$ cat config.mk
export PLATFORM = sky130hd
export DESIGN_NAME = sha256_scheduler
export DESIGN_NICKNAME = d
export VERILOG_FILES = /design/src/rtl/sha256_pkg.sv /design/src/rtl/rr_arbiter.sv /design/src/rtl/sha256_scheduler.sv
export SDC_FILE = /design/constraint.sdc
export NUM_CORES = 1
export LEC_CHECK = 0
export CAP_MARGIN = 15
export CORE_AREA = 8 8 721 723
export CTS_BUF_LIST = sky130_fd_sc_hd__clkbuf_4 sky130_fd_sc_hd__clkbuf_8 sky130_fd_sc_hd__clkbuf_16
export CTS_CLUSTER_DIAMETER = 40
export DETAILED_ROUTE_END_ITERATION = 7
export DIE_AREA = 0 0 729 731
export PLACE_DENSITY = 0.32
export RECOVER_POWER = 50
export SYNTH_ARGS = -nofsm -noshare
export SYNTH_HDL_FRONTEND = slang
export SYNTH_HIERARCHICAL = 1
export SYNTH_SLANG_ARGS = --single-unit
$ cat constraint.sdc
create_clock -name clk -period 5.3 [get_ports clk]
set_clock_uncertainty 0.15 [all_clocks]
set_input_delay 1.06 -clock clk [delete_from_list [all_inputs] [get_ports clk]]
set_output_delay 1.06 -clock clk [all_outputs]
set_load 0.02 [all_outputs]
$ cat src/rtl/sha256_pkg.sv
// Shared constants, state encoding and result payload for the sha256 request scheduler.
package sha256_pkg;

   localparam int unsigned KEY_W        = 264;
   localparam int unsigned HASH_W       = 256;
   localparam int unsigned ID_W         = 3;
   localparam int unsigned ID_XW        = ID_W + 1;
   localparam int unsigned NUM_REQ_MIN  = 2;
   localparam int unsigned NUM_REQ_MAX  = 8;
   localparam int unsigned NUM_REQ_DEF  = 4;
   localparam int unsigned WATCHDOG_DEF = 96;

   typedef enum logic [1:0] {
      ST_IDLE = 2'd0,
      ST_LOAD = 2'd1,
      ST_WAIT = 2'd2,
      ST_OUT  = 2'd3
   } state_e;

   typedef struct packed {
      logic [ID_W-1:0]   id;
      logic [HASH_W-1:0] hash;
   } result_t;

   // Next round-robin index: idx + 1, wrapping to zero at n.
   function automatic logic [ID_W-1:0] wrap_inc(input logic [ID_W-1:0] idx,
                                                input int unsigned     n);
      logic [ID_XW-1:0] nxt;
      nxt = {1'b0, idx} + ID_XW'(1);
      if (nxt >= ID_XW'(n)) begin
         nxt = '0;
      end
      return nxt[ID_W-1:0];
   endfunction

endpackage

$ cat src/rtl/rr_arbiter.sv
// Round-robin priority pick: first requester at or after ptr_i, wrapping modulo N.
module rr_arbiter
   import sha256_pkg::*;
#(
   parameter int unsigned N = NUM_REQ_DEF
) (
   input  logic [N-1:0]    req_i,
   input  logic [ID_W-1:0] ptr_i,
   output logic [N-1:0]    gnt_o,
   output logic [ID_W-1:0] gnt_idx_o,
   output logic            gnt_any_o
);

   logic [2*N-1:0]   dbl;
   logic [N-1:0]     rot;
   logic [ID_XW-1:0] sum;

   // Rotate requests so ptr_i lands at bit 0, then take the lowest set bit.
   always_comb begin
      dbl       = {req_i, req_i} >> ptr_i;
      rot       = dbl[N-1:0];
      sum       = '0;
      gnt_any_o = 1'b0;
      gnt_idx_o = '0;
      gnt_o     = '0;
      for (int unsigned j = 0; j < N; j++) begin
         if (!gnt_any_o && rot[j]) begin
            gnt_any_o = 1'b1;
            sum       = ID_XW'(ptr_i) + ID_XW'(j);
            if (sum >= ID_XW'(N)) begin
               sum = sum - ID_XW'(N);
            end
            gnt_idx_o = sum[ID_W-1:0];
         end
      end
      if (gnt_any_o) begin
         gnt_o = N'(1) << gnt_idx_o;
      end
   end

endmodule

$ cat src/rtl/sha256_scheduler.sv
// Shares one sha256 core among NUM_REQ public-key requesters, one job in flight.
module sha256_scheduler
   import sha256_pkg::*;
#(
   parameter int unsigned NUM_REQ  = NUM_REQ_DEF,
   parameter int unsigned WATCHDOG = WATCHDOG_DEF
) (
   input  logic                     clk,
   input  logic                     rx_reset,
   input  logic [NUM_REQ-1:0]       rx_valid,
   input  logic [NUM_REQ*KEY_W-1:0] rx_public_key,
   output logic [NUM_REQ-1:0]       rx_ready,
   output logic                     core_reset,
   output logic [KEY_W-1:0]         core_public_key,
   input  logic                     core_done,
   input  logic [HASH_W-1:0]        core_hash,
   output logic                     tx_valid,
   input  logic                     tx_ready,
   output logic [HASH_W-1:0]        tx_hash,
   output logic [ID_W-1:0]          tx_id,
   output logic                     tx_error
);

   localparam int unsigned CNT_W = $clog2(WATCHDOG + 1);

   state_e            state_q, state_d;
   logic [ID_W-1:0]   rr_ptr_q, rr_ptr_d;
   logic [CNT_W-1:0]  cnt_q, cnt_d;
   logic [KEY_W-1:0]  key_q, key_d;
   logic [ID_W-1:0]   id_q, id_d;
   result_t           res_q, res_d;
   logic              tx_valid_q, tx_valid_d;
   logic              tx_error_q, tx_error_d;

   logic [NUM_REQ-1:0] gnt;
   logic [ID_W-1:0]    gnt_idx;
   logic               gnt_any;
   logic [KEY_W-1:0]   key_sel;

   rr_arbiter #(
      .N (NUM_REQ)
   ) u_arb (
      .req_i     (rx_valid),
      .ptr_i     (rr_ptr_q),
      .gnt_o     (gnt),
      .gnt_idx_o (gnt_idx),
      .gnt_any_o (gnt_any)
   );

   // Key of the granted requester.
   always_comb begin
      key_sel = '0;
      for (int unsigned i = 0; i < NUM_REQ; i++) begin
         if (gnt[i]) begin
            key_sel = rx_public_key[i*KEY_W +: KEY_W];
         end
      end
   end

   // Handshake-facing outputs; reset forces the core into reset and blocks grants.
   always_comb begin
      rx_ready        = '0;
      core_reset      = rx_reset || (state_q == ST_LOAD);
      core_public_key = key_q;
      tx_valid        = tx_valid_q;
      tx_hash         = res_q.hash;
      tx_id           = res_q.id;
      tx_error        = tx_error_q;
      if (state_q == ST_IDLE && !rx_reset) begin
         rx_ready = gnt;
      end
   end

   // Next-state logic for grant, core load, wait with watchdog, and result hold.
   always_comb begin
      state_d    = state_q;
      rr_ptr_d   = rr_ptr_q;
      cnt_d      = cnt_q;
      key_d      = key_q;
      id_d       = id_q;
      res_d      = res_q;
      tx_valid_d = tx_valid_q;
      tx_error_d = tx_error_q;
      unique case (state_q)
         ST_IDLE: begin
            if (gnt_any) begin
               key_d    = key_sel;
               id_d     = gnt_idx;
               rr_ptr_d = wrap_inc(gnt_idx, NUM_REQ);
               state_d  = ST_LOAD;
            end
         end
         ST_LOAD: begin
            // A stale core_done here belongs to the previous job and is ignored.
            cnt_d   = '0;
            state_d = ST_WAIT;
         end
         ST_WAIT: begin
            if (core_done) begin
               res_d.id   = id_q;
               res_d.hash = core_hash;
               tx_valid_d = 1'b1;
               state_d    = ST_OUT;
            end else if (cnt_q == CNT_W'(WATCHDOG - 1)) begin
               tx_error_d = 1'b1;
               cnt_d      = '0;
               state_d    = ST_IDLE;
            end else begin
               cnt_d = cnt_q + CNT_W'(1);
            end
         end
         ST_OUT: begin
            if (tx_ready) begin
               tx_valid_d = 1'b0;
               state_d    = ST_IDLE;
            end
         end
         default: begin
            state_d = ST_IDLE;
         end
      endcase
   end

   // State registers; synchronous reset wins over every other event.
   always_ff @(posedge clk) begin
      if (rx_reset) begin
         state_q    <= ST_IDLE;
         rr_ptr_q   <= '0;
         cnt_q      <= '0;
         key_q      <= '0;
         id_q       <= '0;
         res_q      <= '0;
         tx_valid_q <= 1'b0;
         tx_error_q <= 1'b0;
      end else begin
         state_q    <= state_d;
         rr_ptr_q   <= rr_ptr_d;
         cnt_q      <= cnt_d;
         key_q      <= key_d;
         id_q       <= id_d;
         res_q      <= res_d;
         tx_valid_q <= tx_valid_d;
         tx_error_q <= tx_error_d;
      end
   end

endmodule

# Word level (Yosys, flattened, before mapping)
# Index checks and enable logic that the tools add are counted.
[totals] romBits=0 mem_bits_rw=0 latchBits=0 inputBits=1320 ff_bits=540 mem_count=0 out_inout_bits=530 wordCells=83
[classes] n_eq_ne=9 addsub=9 n_lt_le_gt_ge=5 div=0 multipliers=0 bitwise_logic=1 muxes=30 shift=2 reduce_logical=18
[ops] op="$mux W264" count=4
[ops] op="$mux W3" count=9
[ops] op="$ge A4 B3 Y1 const B" count=4
[ops] op="$mux W7" count=2
[ops] op="$pmux W7 S2" count=1
[ops] op="$sub A3 B3 Y3 const B" count=4
[ops] op="$reduce_and A3 Y1" count=3
[ops] op="$add A3 B1 Y4 const B" count=2
[ops] op="$add A3 B2 Y4 const B" count=2
[ops] op="$mux W2" count=4
[ops] op="$mux W4" count=2
[ops] op="$ne A2 B2 Y1 const B" count=4
[ops] op="$pmux W2 S4" count=1
[ops] op="$shr A8 B3 Y4" count=1
[ops] op="$add A7 B1 Y7 const B" count=1
[ops] op="$eq A7 B7 Y1 const B" count=1
[ops] op="$mux W1" count=6
[ops] op="$reduce_and A2 Y1" count=3
[ops] op="$eq A2 B2 Y1 const B" count=2
[ops] op="$logic_and A1 B1 Y1" count=4
[ops] op="$logic_not A1 Y1" count=4
[ops] op="$reduce_bool A2 Y1" count=2
[ops] op="$shl A1 B3 Y4 const A" count=1
[ops] op="$ge A3 B3 Y1 const B" count=1
[ops] op="other kinds (6)" count=6

# Longest topological paths before layout
# Gate-level depths: netlist of run 1.
[logic_depth] ltp_word=17 mapped_depth=16 depth_no_buf=12

# Modules after synthesis
# Netlist of run 1, hierarchy kept.
[by_module_without_submodules] mod="sha256_scheduler" seq_area_each_um2=10810.4 instances=1 cells_each=3631 area_each_um2=27076.0
[by_module_without_submodules] mod="rr_arbiter" seq_area_each_um2=0.0 instances=1 cells_each=54 area_each_um2=372.9

# Worst setup path after synthesis of run 1
# No wires, ideal clock.
[synth_timing] kind="in2out" start="input rx_valid[3]" end="output rx_ready[3]" path_slack_ns=0.857 required_ns=4.090 n_path_buf=3 stages=9 arrival_time_ns=3.233 path_cell_list="mux4_2 -> a21o_1 -> a211oi_2 -> a32oi_1 -> o2bb2ai_1 -> buf_2 -> clkbuf_1 -> clkbuf_1 -> and2_1"
[synth_between] elab_chain_len=14 word_cells_on_any_way=18 cone_classes="2 x shift; 10 x mux; 6 x reduce/logical"
[synth_lines] item="start, declared" line="sha256_scheduler.sv:10" rtl="input logic [NUM_REQ-1:0] rx_valid,"
[synth_lines] item="$shr A8 B3 Y4 (*)" line="rr_arbiter.sv:20" rtl="dbl = {req_i, req_i} >> ptr_i;"
[synth_lines] item="$mux W1" line="rr_arbiter.sv:27" rtl="if (!gnt_any_o && rot[j]) begin"
[synth_lines] item="$logic_not A1 Y1" line="rr_arbiter.sv:27"
[synth_lines] item="$logic_and A1 B1 Y1" line="rr_arbiter.sv:27"
[synth_lines] item="$mux W1" line="rr_arbiter.sv:27"
[synth_lines] item="$logic_not A1 Y1" line="rr_arbiter.sv:27"
[synth_lines] item="$logic_and A1 B1 Y1" line="rr_arbiter.sv:27"
[synth_lines] item="$mux W1" line="rr_arbiter.sv:27"
[synth_lines] item="$logic_not A1 Y1" line="rr_arbiter.sv:27"
[synth_lines] item="$logic_and A1 B1 Y1" line="rr_arbiter.sv:27"
[synth_lines] item="$mux W3" line="rr_arbiter.sv:27"
[synth_lines] item="$shl A1 B3 Y4" line="rr_arbiter.sv:37" rtl="gnt_o = N'(1) << gnt_idx_o;"
[synth_lines] item="$mux W4 (*)" line="rr_arbiter.sv:36" rtl="if (gnt_any_o) begin"
[synth_lines] item="net gnt[3]" line="sha256_scheduler.sv:35" rtl="logic [NUM_REQ-1:0] gnt;"
[synth_lines] item="$mux W4 (*)" line="sha256_scheduler.sv:69" rtl="if (state_q == ST_IDLE && !rx_reset) begin"
[synth_lines] item="end, declared" line="sha256_scheduler.sv:12" rtl="output logic [NUM_REQ-1:0] rx_ready,"
# The timed path passes the listed nets; every way through them passes the cells marked *.

# Worst setup path after layout of run 1
[layout_timing] start="input rx_valid[0]" end="output rx_ready[2]"
# Same word-level chain as after synthesis.

==> impl_summary.md, run 1 <==
Timing
For the pin with the worst max-slew slack, the measured transition is just under 4 ns. Setup violations remaining at the end of the flow were counted as 0. Derived from the worst setup path, the maximum achievable clock frequency is 198 MHz. The worst-case headroom to the max-slew limit is -1.64.

The count of final hold-check violations is 0. Setup repair after global routing left no endpoint under its margin. Dividing the final minimum period by the clock period gives 0.951. The final number of max-transition violations came to between 90 and 100. The routed design could run at a clock period as short as 5.04 ns.

Die
The row count is approximately 260. The floorplan step defined a core boundary enclosing slightly above 0.5 sq mm. The overall die area is 0.533 sq mm.

From left edge to right edge, the die measures around 730 um. The initial utilization of the core area, before any placement, comes to 0.0541. The I/O pin total is 1850. The die is 731 um tall.

Routing
The detailed-route wire length per cell is between 30 and 40 um. In this run the remaining antenna-violating nets after routing total 0. The routed design has 394000 um of wire.

The final routed DRC violation total is 0. For this run, the detailed router's first-pass iteration total came to 5. Across all layers, the routed design uses slightly below 40000 vias. In the routed layout, each cell is associated on average with a via count of just over 3. In this run, the number of DRC markers left after iteration 0 of detailed routing was 2426.

GRT
The first global-routing pass estimated roughly 480000 um of wire. The total track usage is 0.140. The via count of the first global-routing pass came to ~38000. Global routing finished with a remaining overflow of 0.

The maximum number of pins on one net before global-route repair is 143. The number of antenna violations at the first check in global routing is 354.

Synthesis
Of the synthesized area, sequential elements account for 0.394. Yosys mapped the design onto 51 distinct sky130hd cell types. The share of the synthesized area in the top cell type is 0.394. For this run, the number of Yosys warnings is 6. The average cell area after synthesis is 7.45 sq um. The number of nets handed over by synthesis was roughly 5000. In the synthesized netlist the async set-or-reset flop fraction comes to 0.

The number of synthesized flops with an enable pin is 0. In the synthesized netlist, the cells that appear most often are sky130_fd_sc_hd__a21oi_1, sky130_fd_sc_hd__dfxtp_1, sky130_fd_sc_hd__nand2_1. The most used flip-flop cell after synthesis is sky130_fd_sc_hd__dfxtp_1. The cell area after synthesis is about 0.027 sq mm. Of all cell types, the one taking the most synthesized area is sky130_fd_sc_hd__dfxtp_1. After synthesis, the cell types taking the most area are sky130_fd_sc_hd__dfxtp_1, sky130_fd_sc_hd__a21oi_1, sky130_fd_sc_hd__a221oi_1, sky130_fd_sc_hd__nand2_1, sky130_fd_sc_hd__nand3b_1.

Synthesis produced a netlist whose cell count is approximately 3700. Counting flops and latches in the post-synthesis netlist gives 540.

Finish
The core occupancy in the finished layout is 0.122. Summing all multi-input logic gate instances after layout gives around 0.014 sq mm. In the final layout, the share of cells above drive strength 1 is 0.106. Summing all flip-flop and latch instances after layout gives ~0.011 sq mm.

The area growth from synthesis to layout is 126%. The final-stage net count is 6910. Fill cells in the final layout number approximately 60000.

Clocking
In this run the number of H-tree levels came out at 4. The clock passes through at most 4 buffers. The root buffer cell is sky130_fd_sc_hd__clkbuf_16. The later pin in the worst-skew pair is clocked with a latency of just under 0.9 ns. Counting the buffers created by CTS gives ~190.

The clock net in this run drives a total of 540 sinks. The CTS tree is done. Clock-pin slew was measured on the worst setup and hold paths at around 0.04 ns.

Power
The static power due to leakage is 0.0216 uW. In this run the power density over the cells is ~600 mW/mm^2. Total power for the finished layout comes to ~37000 uW. The worst vdd rail ir drop is roughly 390 uV.

Critical path
The setup check on the worst reg-to-reg path leaves a slack of between 0.5 and 0.6 ns. The slowest stage of the critical path is the sky130_fd_sc_hd__mux4_2 cell. The critical path goes through clkdlybuf4s50_1, mux4_2, nor3_1, buf_4, a32oi_1, o22ai_4, buf_12, and2_1, buf_12, buf_12. In this design, the stage delay of the slowest critical-path cell is about 0.54 ns. The worst setup path is launched from a primary input. For the worst setup path, the data arrival time is 3.83 ns. The library cell appearing most often on the critical path is sky130_fd_sc_hd__buf_12. The critical path is of the in -> out type.

STA classifies the critical path endpoint as a primary output. Tracing the worst setup path back leads to its startpoint at rx_valid[0]. The number of cells traversed by the worst register-to-register path is 14.

The launch instance of the worst register-to-register path is rr_ptr_q[0]. The end of the critical path is rx_ready[2]. The end of the worst register-to-register path is core_public_key[132]. The peak fanout along the critical path is 5. The data required time at the worst endpoint is roughly 4.1 ns.

Placement
The HPWL after detailed placement is about 340000 um. At the end of routability-driven placement, the weighted congestion stood at roughly 0.91. During placement, the flow inserted port buffers numbering ~1800.

Hold path
The tightest min-delay check is of the reg -> reg type.

Flow run
The tool flagged a number of max-cap violations equal to 1.

Outcome
The checks that failed: max-capacitance violations, max-slew violations. The run finished, with violations left.
state kept, by name (all words and copies together) (netlist names):
name	flops
core_public_key	264
tx_hash	256
cnt_q	7
id_q	3
rr_ptr_q	3
tx_id	3
state_q	2
tx_error	1
tx_valid	1
logic make-up after synthesis:
| kind of cell | Yosys count | synth area share |
|---|---|---|
| other cells | 1 | 0.000137 |
| flops | 540 | 0.394 |
| mux | 5 | 0.00237 |
| fa+ha+maj | 3 | 0.00137 |
| buf+inv | 656 | 0.0981 |
| simple gates | 1387 | 0.242 |
| compound gates | 1093 | 0.262 |
repair_timing:
| action | in CTS | in global routing |
|---|---|---|
| setup buffers | 0 | 0 |
| pin swaps | 0 | 0 |
| gates resized for setup | 1 | 1 |
| setup endpoints to repair | 1 | 3 |
| hold buffers | 0 | 0 |
| endpoints found under the hold margin | 0 | 0 |
cell type report:
class / count / share of cell area
Timing Repair Buffer: 2099 / 0.340
Tap cell: 6732 / 0.136
Clock inverter: 92 / 0.0209
Inverter: 268 / 0.0162
Clock buffer: 247 / 0.0861
Antenna cell: 58 / 0.00234
Sequential cell: 540 / 0.174
Multi-Input combinational cell: 2489 / 0.225
critical path: cells and delay by family:
kind	cells	cell delay [ns]
buffers and inverters	5	1.11
muxes	1	0.54
and+or+nand+nor	2	0.54
AOI/OAI and AO/OA	2	0.51
layout by cell type (no fill, tap or decap), drive strengths merged, types with 2 or more instances in the layout:
| cell type | synthesis | final |
|---|---|---|
| nor3 | 271 | 271 |
| dfxtp | 540 | 540 |
| mux2i | 2 | 2 |
| nand3 | 5 | 5 |
| ha | 3 | 3 |
| a21oi | 540 | 540 |
| clkinv | 0 | 47 |
| a211oi | 266 | 266 |
| clkbuf | 224 | 248 |
| dlygate4sd3 | 0 | 266 |
| diode | 0 | 58 |
| nor2b | 4 | 4 |
| or3 | 3 | 3 |
| a21o | 3 | 3 |
| o211ai | 2 | 2 |
| o31a | 2 | 2 |
| nor3b | 2 | 2 |
| clkdlybuf4s50 | 0 | 1578 |
| nand3b | 266 | 266 |
| bufinv | 0 | 23 |
| nand2b | 3 | 3 |
| nand2 | 540 | 540 |
| inv | 268 | 277 |
| clkinvlp | 0 | 13 |
| a31oi | 2 | 2 |
| nor2 | 279 | 279 |
| buf | 164 | 254 |
| o21ai | 4 | 4 |
| a221oi | 265 | 265 |
| and2 | 7 | 7 |
| mux2 | 2 | 2 |
per-layer routing:
layer,vias to the layer above,share of wire,GRT usage
met5,-,0.0026,0
met4,160,0.037,0.0421
met3,783,0.11,0.0639
met2,2291,0.46,0.231
met1,18405,0.40,0.161
li1,17046,-,-
through the flow:
step	setup slack [ns]	area [sq um]	hold WS, ns	setup TNS (ns)	std cells
2_1_floorplan	0.857	27400	0.282	0	3685
3_3_place_gp	-0.412	55400	0.294	-0.514	12128
3_5_place_dp	-0.416	55400	0.296	-0.450	12128
4_1_cts	0.0440	62000	0.302	0	12467
5_1_grt	0.0884	62000	0.316	0	12473
6_report	0.259	62200	0.298	0	12525
power breakdown:
group	switching [uW]	total (uW)	internal [uW]
sequential	562	5540	4980
combinational	12100	20100	8020
clock	3620	11800	8170
worst min-delay path by stage:
stage / startpoint / to / cells past startpoint
finish: tx_hash[83] / tx_hash[83] / 2
detailed placement: tx_hash[91] / tx_hash[91] / 2
floorplan: id_q[2] / tx_id[2] / 2
global route: tx_hash[93] / tx_hash[93] / 2
global placement: tx_hash[209] / tx_hash[209] / 2
CTS: tx_hash[91] / tx_hash[91] / 2
No activity file was read; power rests on OpenSTA's default activity.
==> inputs of run 2 (changes only) <==
--- a/config.mk
+++ b/config.mk
@@ -5,12 +5,12 @@
 export SDC_FILE = /design/constraint.sdc
 export NUM_CORES = 1
 export LEC_CHECK = 0
+export ABC_CLOCK_PERIOD_IN_PS = 5300
 export CAP_MARGIN = 15
-export CORE_AREA = 8 8 721 723
-export CTS_BUF_LIST = sky130_fd_sc_hd__clkbuf_4 sky130_fd_sc_hd__clkbuf_8 sky130_fd_sc_hd__clkbuf_16
+export CORE_AREA = 8 8 718 720
 export CTS_CLUSTER_DIAMETER = 40
 export DETAILED_ROUTE_END_ITERATION = 7
-export DIE_AREA = 0 0 729 731
+export DIE_AREA = 0 0 726 728
 export PLACE_DENSITY = 0.32
 export RECOVER_POWER = 50
 export SYNTH_ARGS = -nofsm -noshare
==> run 2 against run 1 <==
  * The flow still finishes with violations (max-capacitance violations, max-slew violations)
  * Critical path depth grew 1
  * Cell count down 0.39%
  * Core utilization is essentially flat
==> impl_summary.md, run 2 (synthesized netlist as in run 1, its figures left out) <==
Placement
The placer congestion estimate is 0.905 (-0.58%). The instance area at placement is 0.0549 sq mm (-0.90%). The count of buffers inserted at the top-level ports is 1849 (unchanged). The HPWL after detailed placement is 347000 um (+1.2%).

GRT
The maximum number of pins on one net before global-route repair was 138 (-3.5%). The number of antenna violations at the first check in global routing is 346 (-2.3%). The total global routing overflow is 0 (unchanged). The total track usage came to 0.143 (+0.00349). The global-route wire length before repair is 486000 um (+1.6%). The via count of the first global-routing pass is 37694 (-1.7%).

Finish
The library cell used most frequently in the layout, excluding fill and tap cells, is sky130_fd_sc_hd__clkdlybuf4s50_1. The filler cell count is 58149 (-0.70%). The area growth from synthesis to layout is 124%.

The flip-flop count of the largest register after layout is 264 (unchanged). The final-stage net count is 6866 (-0.64%). The ratio of cells with drive above 1 in the final layout is 0.0958 (-0.0106).

The post-route cell area is 0.0616 sq mm (-0.88%). Leaving out fill and tap cells, the most frequent cells in the layout are sky130_fd_sc_hd__clkdlybuf4s50_1, sky130_fd_sc_hd__a21oi_1, sky130_fd_sc_hd__dfxtp_1.

Clocking
TritonCTS built the clock tree. The maximum buffer depth of the clock tree is 4 (unchanged). The root buffer cell is sky130_fd_sc_hd__clkbuf_16.

The total clock sinks is 540 (unchanged). The clock-pin slew of the registers on the worst-case setup and hold paths was 0.05 ns (about the same). The clock network latency to the later pin of the worst-skew pair came to 0.84 ns (-0.04 ns). The total clock buffers created by CTS is 182 (-3.7%). The count of H-tree levels built during CTS is 4 (unchanged).

Power
The static power due to leakage is 0.0212 uW (-1.7%). The worst vdd rail ir drop is 334 uV (-14%). The power density over the cells is 591 mW/mm^2 (-1.9%).

Critical path
The largest individual stage delay along the critical path comes from the cell sky130_fd_sc_hd__mux4_2. The peak fanout along the critical path was 10 (+5). The number of cells traversed by the worst register-to-register path was 5 (-9). The endpoint class of the critical path is a primary output. The internal reg-to-reg setup slack was 0.50 ns (-0.02 ns).

In this run the critical register-to-register path is launched from state_q[1]. The endpoint arrival time on the critical path was 3.83 ns (about the same). The sort of element at the start of the critical path is a primary input.

Traced cell by cell, the critical path runs through clkdlybuf4s50_1, mux4_2, a21o_1, buf_4, a21oi_1, nor3_1, buf_4, o31a_2, buf_12, and2_1, buf_4. The maximum single-stage delay on the critical path was 0.54 ns (about the same). The kind of critical path is in -> out. The data required time at the worst endpoint is 4.09 ns (about the same). The library cell appearing most often on the critical path is sky130_fd_sc_hd__buf_4. The timing startpoint of the critical path is rx_valid[0]. The endpoint identified for the worst register-to-register timing path is tx_hash[162].

Routing
The remaining number of nets flagged by the antenna check after routing is 0 (unchanged). The detailed-route wire length per cell is 32.1 um (+2.0%). The starting DRC count in detailed routing is 3188 (+31%).

The number of detailed-route iterations in the first pass came to 5 (unchanged). The average via count per standard cell is 3.11 (+0.55%). The uppermost layer routed is met5.

The met2 layer wire length in the routed design was 189000 um (+4.8%). The final routed DRC violation total is 0 (unchanged). The routed metal-1 wire length is 153000 um (-2.2%). The final routed wirelength across all metal layers is 400000 um (+1.6%).

The total met3 wirelength after detailed routing is 43100 um (+2.4%). The overall via count from detail_route is 38746 (+0.16%).

Outcome
The flow ran to the end, but the final reports show violations. The checks that failed: max-capacitance violations, max-slew violations.

Timing
The final count of negative-setup-slack endpoints is 0 (unchanged). The sum of negative setup slack came to 0 ns (unchanged). The maximum operating frequency is 198 MHz (about the same). The slew at the pin with the worst max-slew slack came to 2.37 ns (-1.59 ns). The ratio of final minimum period to clock period is 0.951 (about the same). The final number of max-transition violations is 58 (-37%). The worst-case headroom to the max-slew limit was -0.579 (+1.06). The count of final hold-check violations is 0 (unchanged). The clock period minus worst slack is 5.04 ns (-0.000765 ns). Setup repair after global routing left no endpoint under its margin.

Die
The height of the die is 728 um (-0.41%). The row count is 261 (-0.38%). The starting utilization of the core area is 0.0545 (+0.000453). The area of the core region is 0.504 sq mm (-0.83%). The I/O pin total is 1850 (unchanged). The overall die width is 726 um (-0.41%). The overall die area came to 0.529 sq mm (-0.82%).

Hold path
The worst hold path terminates at tx_hash[150]. The start point of the worst min-delay path is tx_hash[150]. The class of the tightest hold or removal check is reg -> reg. The hold-critical path depth was 2 (unchanged).

Flow run
The count of maximum capacitance violations came to 2 (+1).
## run 2: power breakdown
group	total [uW]	internal (uW)	switching, uW
Combinational	19100	7570	11600
Sequential	5550	4980	565
Clock	11700	8120	3570
## run 2: area by class of cell
| cell class | count | area [sq um] | area share |
|---|---|---|---|
| clock buffer | 246 | 5210 | 0.0845 |
| tap | 6706 | 8390 | 0.136 |
| inverter | 268 | 1010 | 0.0164 |
| clock inverter | 84 | 1310 | 0.0212 |
| multi-input combinational | 2489 | 14100 | 0.228 |
| sequential | 540 | 10800 | 0.176 |
| antenna | 81 | 203 | 0.00329 |
| timing repair buffer | 2062 | 20600 | 0.334 |
## run 2: per-layer routing
metal / track usage / up-vias
met4: 0.0370 / 158
met3: 0.0664 / 792
met2: 0.245 / 2224
li1: - / 16968
met1: 0.161 / 18604
met5: 0 / -
## run 2: metrics by stage
| step | hold WS [ns] | instances | total power, uW | setup slack, ns | utilization |
|---|---|---|---|---|---|
| after detailed placement | 0.296 | 12064 | 25400 | -0.442 | 0.109 |
| after global placement | 0.294 | 12064 | 25400 | -0.450 | 0.109 |
| final | 0.299 | 12476 | 36400 | 0.259 | 0.122 |
| after global routing | 0.316 | 12421 | 38600 | 0.0505 | 0.122 |
| after floorplan | 0.282 | 3685 | 15100 | 0.857 | - |
| after CTS | 0.303 | 12394 | 37500 | -0.187 | 0.122 |
## run 2: timing repair
action,in CTS,in global routing
resized for setup,7,6
setup buffers,0,1
endpoints found under the setup margin,3,2
hold buffers,0,0
## run 2: worst max-delay path by stage
stage | to | cells past startpoint | slack, ns
after global placement | rx_ready[3] | 9 | -0.45
after global routing | rx_ready[2] | 12 | 0.05
final | rx_ready[1] | 11 | 0.26
after detailed placement | rx_ready[3] | 9 | -0.44
after floorplan | rx_ready[3] | 9 | 0.86
after CTS | rx_ready[3] | 12 | -0.19
## run 2: worst max-delay path, delay by kind of cell
family	cells	cell delay [ns]
buffers and inverters	5	1.08
muxes	1	0.54
and+or+nand+nor	2	0.26
AOI/OAI and AO/OA	3	0.81
==> inputs of run 3 (changes only) <==
--- a/config.mk
+++ b/config.mk
@@ -5,7 +5,7 @@
 export SDC_FILE = /design/constraint.sdc
 export NUM_CORES = 1
 export LEC_CHECK = 0
-export ABC_CLOCK_PERIOD_IN_PS = 5300
+export ABC_CLOCK_PERIOD_IN_PS = 6270
 export CAP_MARGIN = 15
 export CORE_AREA = 8 8 718 720
 export CTS_CLUSTER_DIAMETER = 40
==> constraint.sdc (replaced) <==
create_clock -name clk -period 6.27 [get_ports clk]
set_clock_uncertainty 0.15 [all_clocks]
set_input_delay 1.254 -clock clk [delete_from_list [all_inputs] [get_ports clk]]
set_output_delay 1.254 -clock clk [all_outputs]
set_load 0.02 [all_outputs]
==> run 3 against run 2 <==
  * The flow finishes with violations (design-rule violations, max-capacitance violations, max-slew violations)
  * Flip-flop and latch count stayed put
  * Count of clock-buffer cells in the layout down 4
  * Combinational power decreased by 19%
  * Power down 19%
  * Hold slack gained 0.0012 ns
  * Global-route usage shrank 0.10 points
  * Worst setup slack better by 0.047 ns
  * Clock power decreased by 19%
  * Die area did not move
==> impl_summary.md, run 3 (synthesized netlist as in run 1, its figures left out) <==
Timing
The count of final hold-check violations is 0 (unchanged). In the finished design, the share of the clock period the worst path needs comes to 0.951. Counting I/O delays and the setup requirement, the final critical path takes 5.96 ns. The slew at the pin with the worst max-slew slack is 2.03 ns (-0.335 ns).

Setup repair after global routing left no endpoint under its margin. The final count of negative-setup-slack endpoints was 0 (unchanged). The worst-case headroom to the max-slew limit is -0.356 (+0.223). The maximum operating frequency is 168 MHz.

The final number of max-transition violations is 152 (+160%). The sum of negative setup slack was 0 ns (unchanged).

Die
The I/O pin total is 1850 (unchanged). The overall die area is 0.529 sq mm (unchanged). The row count is 261 (unchanged). The area of the core region is 0.504 sq mm (unchanged). The height of the die is 728 um (unchanged). The starting utilization of the core area was 0.0545 (unchanged). The overall die width is 726 um (unchanged).

Finish
The post-synthesis to final-layout area growth is 120%. The most frequent standard cell in the layout excluding fill and tap cells is sky130_fd_sc_hd__clkdlybuf4s50_1. The post-route cell area is 0.0604 sq mm (-1.9%). The number of non-filler instances in the completed layout is 12372 (-0.83%). The flip-flop count of the largest register after layout was 264 (unchanged).

The core occupancy in the finished layout is 0.120 (-0.00232). The final-stage net count is 6768 (-1.4%). The ratio of cells with drive above 1 in the final layout came to 0.0782 (-0.0176). The library cells used most frequently in the layout, excluding fill and tap cells, are sky130_fd_sc_hd__clkdlybuf4s50_1, sky130_fd_sc_hd__a21oi_1, sky130_fd_sc_hd__dfxtp_1.

Critical path
The endpoint arrival time on the critical path came to 4.56 ns (+0.73 ns). The data required time at the worst endpoint is 4.87 ns (+0.78 ns). The number of cells traversed by the worst register-to-register path is 14 (+9). The kind of critical path is reg -> out.

The sort of element at the start of the critical path is a flop. The endpoint class of the critical path is a primary output. The peak fanout along the critical path came to 17 (+7).

Clocking
The clock-pin slew of the registers on the worst-case setup and hold paths is 0.04 ns (about the same). The post-CTS setup buffer count was 0 (unchanged). The post-cts repair resize count is 0 (-7). The count of H-tree levels built during CTS is 4 (unchanged).

The total clock buffers created by CTS is 181 (-0.55%). The number of hold buffers added after cts was 0 (unchanged). The root buffer cell is sky130_fd_sc_hd__clkbuf_16. The clock network latency to the later pin of the worst-skew pair was 0.85 ns (about the same).

The maximum buffer depth of the clock tree is 4 (unchanged). The total clock sinks is 540 (unchanged). TritonCTS built the clock tree.

Placement
The count of buffers inserted at the top-level ports is 1849 (unchanged). The instance area at placement is 0.0541 sq mm (-1.4%). The HPWL after detailed placement was 344000 um (-0.82%).

The placer congestion estimate came to 0.899 (-0.67%). The number of instances in the placed design is 11968 (-0.80%).

Power
The total power is 29500 uW (-19%). The static power due to leakage is 0.0206 uW (-3.0%). The power density over the cells is 489 mW/mm^2 (-17%). The worst vdd rail ir drop came to 314 uV (-6.2%).

Outcome
The flow ran to the end, but the final reports show violations. The checks that failed: design-rule violations, max-capacitance violations, max-slew violations.

Hold path
The min-delay analysis places its worst path in the category reg -> reg. The hold-critical path depth is 2 (unchanged).

GRT
The maximum number of pins on one net before global-route repair is 133 (-3.6%). The total track usage is 0.142 (-0.00105). The number of antenna violations at the first check in global routing is 361 (+4.3%).

The total global routing overflow is 0 (unchanged). The global-route wire length before repair came to 482000 um (-0.90%). The via count of the first global-routing pass was 37384 (-0.82%).

Routing
The final routed wirelength across all metal layers is 397000 um (-0.66%). The detailed-route wire length per cell is 32.1 um (+0.18%). The overall via count from detail_route is 38529 (-0.56%). The average via count per standard cell is 3.11 (+0.28%). The remaining number of nets flagged by the antenna check after routing was 0 (unchanged). The final routed DRC violation total was 2 (+2).

The starting DRC count in detailed routing is 3010 (-5.6%). The number of detailed-route iterations in the first pass came to 5 (unchanged).

Flow run
The count of maximum capacitance violations is 3 (+1).
## run 3: metrics by stage
step / setup WS [ns] / hold slack, ns
2_1_floorplan: 1.44 / 0.282
3_3_place_gp: 0.278 / 0.294
3_5_place_dp: 0.320 / 0.296
4_1_cts: 0.0436 / 0.303
5_1_grt: 0.00884 / 0.313
6_report: 0.306 / 0.300
## run 3: worst paths after layout
kind	from	slack [ns]	end
setup / recovery	rr_ptr_q[0]	0.31	rx_ready[0]
hold / removal	tx_hash[206]	0.30	tx_hash[206]
setup reg to reg	rr_ptr_q[0]	1.10	core_public_key[251]
hold reg to reg	tx_hash[206]	0.30	tx_hash[206]
## run 3: cell type report
| class | count | area (sq um) |
|---|---|---|
| timing repair buffer | 1965 | 19800 |
| inverter | 268 | 1010 |
| antenna | 76 | 190 |
| fill | 58210 | 443000 |
| multi-input combinational | 2489 | 14000 |
| tap | 6706 | 8390 |
| sequential | 540 | 10800 |
| clock buffer | 242 | 5110 |
| clock inverter | 86 | 1120 |
## run 3: worst max-delay path, stage by stage (launching register included)
cell and delay (ns):
sky130_fd_sc_hd__dfxtp_1 0.83, sky130_fd_sc_hd__inv_1 0.28, sky130_fd_sc_hd__ha_1 0.46, sky130_fd_sc_hd__a21oi_1 0.19
sky130_fd_sc_hd__o221ai_1 0.17, sky130_fd_sc_hd__a21boi_0 0.22, sky130_fd_sc_hd__and2_1 0.26, sky130_fd_sc_hd__a31oi_4 0.20
sky130_fd_sc_hd__buf_12 0.17, sky130_fd_sc_hd__and2_1 0.23, sky130_fd_sc_hd__clkdlybuf4s50_1 0.65
## run 3: report_power, final
group | internal (uW) | leakage [uW] | total, uW | switching [uW]
Sequential | 4210 | 0.00442 | 4680 | 469
Clock | 6480 | 0.00308 | 9470 | 2990
Combinational | 5710 | 0.0131 | 15400 | 9670
Total | 16400 | 0.0206 | 29500 | 13100
## run 3: per-layer routing
metal / part of all wire / GRT usage / wire length, um
met3: 0.11 / 0.0694 / 45300
met1: 0.37 / 0.156 / 148000
met4: 0.031 / 0.0357 / 12500
met2: 0.48 / 0.245 / 191000
met5: 0.0032 / 0 / 1270
